## src/rtl/irq_pend8.sv

```systemverilog
// Sticky interrupt-pending collector with per-source mask and overflow flags.
// Define IRQ_SYNC_EN to pass req through a 2-flop synchronizer before event detection.
module irq_pend8 #(
    parameter int unsigned WIDTH     = 8,
    parameter bit          EDGE_MODE = 1'b1
) (
    input  logic             clk,
    input  logic             rst_n,
    input  logic [WIDTH-1:0] req,
    input  logic             mask_we,
    input  logic [WIDTH-1:0] mask_wdata,
    input  logic             ack,
    input  logic [2:0]       ack_idx,
    input  logic             ovf_clr,
    output logic [WIDTH-1:0] pend_raw,
    output logic [WIDTH-1:0] pend_out,
    output logic             irq,
    output logic [WIDTH-1:0] ovf
);

    logic [WIDTH-1:0] req_in;
    logic [WIDTH-1:0] s_q, s_hist_q;
    logic [WIDTH-1:0] pend_q, pend_d;
    logic [WIDTH-1:0] mask_q, mask_d;
    logic [WIDTH-1:0] ovf_q, ovf_d;
    logic             irq_q, irq_d;
    logic [WIDTH-1:0] ev;
    logic [WIDTH-1:0] ack_vec;

`ifdef IRQ_SYNC_EN
    logic [WIDTH-1:0] sync1_q, sync2_q;

    always_ff @(posedge clk or negedge rst_n) begin
        if (!rst_n) begin
            sync1_q <= '0;
            sync2_q <= '0;
        end else begin
            sync1_q <= req;
            sync2_q <= sync1_q;
        end
    end

    assign req_in = sync2_q;
`else
    assign req_in = req;
`endif

    // History resets to 0, so a request already high after reset is seen as a rising edge.
    assign ev      = EDGE_MODE ? (s_q & ~s_hist_q) : s_q;
    assign ack_vec = ack ? (WIDTH'(1) << ack_idx) : '0;

    always_comb begin
        pend_d = (pend_q & ~ack_vec) | ev;
        ovf_d  = (ovf_clr ? '0 : ovf_q) | (ev & pend_q & ~ack_vec);
        mask_d = mask_we ? mask_wdata : mask_q;
        irq_d  = |(pend_d & mask_d);
    end

    always_ff @(posedge clk or negedge rst_n) begin
        if (!rst_n) begin
            s_q      <= '0;
            s_hist_q <= '0;
            pend_q   <= '0;
            mask_q   <= '0;
            ovf_q    <= '0;
            irq_q    <= 1'b0;
        end else begin
            s_q      <= req_in;
            s_hist_q <= s_q;
            pend_q   <= pend_d;
            mask_q   <= mask_d;
            ovf_q    <= ovf_d;
            irq_q    <= irq_d;
        end
    end

    assign pend_raw = pend_q;
    assign pend_out = pend_q & mask_q;
    assign irq      = irq_q;
    assign ovf      = ovf_q;

endmodule

```

## config.mk

```make
export PLATFORM = sky130hd
export DESIGN_NAME = irq_pend8
export DESIGN_NICKNAME = d
export VERILOG_FILES = /design/src/rtl/irq_pend8.sv
export SDC_FILE = /design/constraint.sdc
export NUM_CORES = 1
export LEC_CHECK = 0
export BUFFER_PORTS_ARGS = -buffer_cell sky130_fd_sc_hd__buf_2
export CORE_MARGIN = 5
export CORE_UTILIZATION = 50
export DETAILED_ROUTE_END_ITERATION = 10
export GPL_TIMING_DRIVEN = 0
export PLACE_DENSITY = 0.84
export SYNTH_ARGS = -nofsm -noshare
export SYNTH_HDL_FRONTEND = slang
export SYNTH_SLANG_ARGS = --single-unit
export TNS_END_PERCENT = 5
```

## constraint.sdc

```tcl
create_clock -name clk -period 1.7 [get_ports clk]
set_clock_uncertainty 0.2 [all_clocks]
set_input_delay 0.34 -clock clk [delete_from_list [all_inputs] [get_ports clk]]
set_output_delay 0.34 -clock clk [all_outputs]
set_load 0.01 [all_outputs]
```

==> summary by stage <==
Synthesis
The fraction of post-synthesis cell area in the top cell type by area is 63.3%. Counting flops and latches in the post-synthesis netlist gives 41. By count the netlist is led by dfrtp_1, inv_1, and2_1, nand2_1.

The most common cell in the synthesized netlist is dfrtp_1. For this run, asynchronously set or reset flops after synthesis account for 100%. The netlist uses 31 different library cells.

Yosys printed 0 warnings. In this run the mean area of a mapped cell was around 13 sq um. When the netlist entered floorplanning its net count stood at 152. Ranked by total cell area, the synthesized netlist is headed by dfrtp_1, inv_1, mux2_2. The portion of the post-synthesis area used by sequential elements is 63.3%.

The most common flop cell mapped by yosys is dfrtp_1. Of all cell types, the one taking the most synthesized area is dfrtp_1. In the synthesized netlist, the number of instances is 128. The number of enable flip-flop cells after synthesis is 0. The area of the mapped netlist is between 1500 and 2000 sq um.

Detailed routing
For this block, the initial DRC count from the detailed router was 36. After detailed routing, the average wire length per cell comes to 15.1 um. The routed design has 3480 um of wire. Before antenna repair, the detailed router went through 4 iterations. The total DRC errors in the routed layout is 0.

The final route contains 1145 vias. The via count normalized by instance count is 4.96. Once detail routing completed, the nets flagged for antenna violations numbered 0.

Floorplanning
After floorplanning, the core was divided into 20 placement rows. The horizontal extent of the die is 67.0 um. The vertical extent of the die is between 60 and 70 um. The core region is 3080 sq um.

The number of top-level pins is 49. The initial utilization of the core area, before any placement, comes to 52.7%. The floorplan step defined a die boundary enclosing 4480 sq um.

Power and ir drop
The portion of total power attributed to combinational logic is between 10% and 20%. VDD sags by at most 0.642 mV. Per report_power, the sequential group accounts for 55.6% of the total. The cell leakage power is 1.01 nW.

Cell internal power was estimated by the tool at 1.45 mW. The clock network fraction of total power is 27.8%. The switching portion of total power is 26.3%. The net switching power of the design is 0.518 mW.

The overall power of the completed layout is 1.97 mW. The power density over the cells is ~960 nW/um^2.

Clock network
Counting the buffers created by CTS gives 5. The clock insertion delay at the later pin of the skew report is ~0.35 ns. Post-CTS repair changed the size of 0 cells. The number of sinks driven by the clock tree is 41.

The buffer levels on the longest clock path is 2. The root buffer cell is clkbuf_4. The H-tree was split into 2 levels.

Clock-pin slew was measured on the worst setup and hold paths at 0.12 ns. TritonCTS built the clock tree.

STA
The total setup violations reported at the end of the flow is 0. After layout, the worst path uses a little over nine tenths of the clock period. The final count of hold timing violations is 0. The measured slew at the worst slew-check pin is 0.864 ns. For this run, the top clock speed supported by timing is 619 MHz. The minimum clock period is approximately 1.6 ns.

Setup repair after global routing left no endpoint under its margin. The number of max-slew violations in the final report was 0. The worst slew slack as a fraction of its limit is 42.4%.

The tightest hold path in the finished design has a slack of between 0.02 and 0.03 ns. The post-route setup TNS is 0 ns.

Global route
The layer with the highest usage after global routing is met2. The combined global-route utilization of all metal layers is 18.0%. In the global route stage, met1 resource usage came out at 20.9%. The largest net degree at the start of global routing is 42. The via count of the first global-routing pass was around 1300. After global routing the overflow that remains totals 0. The met3 usage is under 10%. The number of antenna violations at the first check in global routing is 0.

The global-route wire length before repair is 5910 um. The met2 track demand over resource is between 30% and 40%.

Setup path
The slowest cell on the critical path is dfrtp_1. The required time of the critical path is 1.16 ns. The worst setup path is of the flop to output port kind. The critical path goes through and2_1, buf_2. Along the worst path, the maximum fanout reaches 3. The category of cells accounting for the largest share of critical-path delay is flip-flops. The largest stage delay on the critical path is 0.43 ns. The number of buffers and inverters on the critical path is 1. The arrival time of the worst setup path is 1.08 ns. STA classifies the critical path endpoint as an output port. The launching element type of the critical path is a flop.

Layout
The share of layout cells above drive strength 1 is 36.4%. After the last flow step, the layout net total stands at 210. The repair_antennas step left the layout with diodes totalling 0.

The finished layout holds 231 standard cells, fillers aside. Once layout is complete, the utilization of the core stands at 66.5%. From synthesis to final layout, the design area changed by 26.2%.

Placed design
Routability-driven placement finished with a final weighted congestion of 0.783. Port buffering added 42 buffers. The number of instances in the placed design is 214. Detailed placement finished with a half-perimeter wire length of 2570 um.

Worst hold path
The type of the tightest min-delay check is input port to flop.

Job
Across the run, the number of max-cap violations was 0.

Status
The run finished with clean final reports.
-- power by group through the flow --
stage | sequential (mW) | clock [mW] | combinational [mW]
after floorplan | 1.12 | 0 | 0.158
after global placement | 1.11 | 0 | 0.298
after detailed placement | 1.11 | 0 | 0.313
after CTS | 1.09 | 0.554 | 0.329
after global routing | 1.10 | 0.597 | 0.361
final | 1.09 | 0.547 | 0.325
-- timing repair --
item,in CTS,in global routing
hold endpoints to repair,49,0
endpoints found under the setup margin,0,1
hold buffers,9,0
buffers inserted,0,0
-- area by class of cell --
cell class | instances | area [sq um]
Buffer | 6 | 52.6
Clock buffer | 7 | 65.1
Clock inverter | 1 | 5.00
Fill cell | 236 | 1030
Inverter | 15 | 56.3
Multi-Input combinational cell | 66 | 487
Sequential cell | 41 | 1030
Tap cell | 44 | 55.1
Timing Repair Buffer | 51 | 300
-- flip-flops by register name, summed over array words and instances (netlist names) --
name	flops
mask_q	8
ovf	8
pend_raw	8
s_q	8
irq	1
s_hist_q	8
-- layout by cell type (no fill, tap or decap), types with 2 or more instances in the layout --
master and n:
mux2_2 5, and2_1 8, a21boi_1 2, inv_1 15, or2b_4 2, clkbuf_4 5, o32ai_1 4, nand2b_1 5
nand3_1 3, nand4_1 5, a22oi_1 2, buf_6 3, nand2_1 8, dfrtp_1 41, dlygate4sd3_1 9, buf_4 2
clkbuf_8 2, mux2_4 2, o22ai_1 4, buf_2 42, o21ai_1 3
-- stage by stage --
step	setup slack [ns]	cell area, sq um
5_1_grt	0.00763	2050
3_3_place_gp	-0.0370	1890
3_5_place_dp	-0.0702	1890
4_1_cts	0.0863	2050
6_report	0.0843	2050
2_1_floorplan	0.107	1620
-- metal layers --
| metal | part of all wire, % | vias up |
|---|---|---|
| met2 | 49 | 34 |
| li1 | - | 551 |
| met5 | 0 | - |
| met3 | 5.8 | 9 |
| met4 | 2.8 | 0 |
| met1 | 42 | 551 |
-- final timing paths --
| path | startpoint | to | slack (ns) | cells past startpoint |
|---|---|---|---|---|
| worst max-delay path | pend_raw[0] | pend_out[0] | 0.08 | 2 |
| worst min-delay path | mask_wdata[7] | mask_q[7] | 0.03 | 2 |
| worst max register to register | mask_q[3] | irq | 0.09 | 4 |
| worst min register to register | s_q[5] | s_hist_q[5] | 0.18 | 0 |
| max in group asynchronous | rst_n | mask_q[4] | 0.33 | 2 |
| min in group asynchronous | rst_n | pend_raw[7] | 0.42 | 2 |
-- cell families after synthesis --
family          after synthesis  share of synthesized area, %
flops                        41                          63.3
compound gates               19                          8.49
buf+inv                      21                          6.71
mux                           8                          6.02
simple gates                 39                          15.5
No activity file was read; power rests on OpenSTA's default activity.
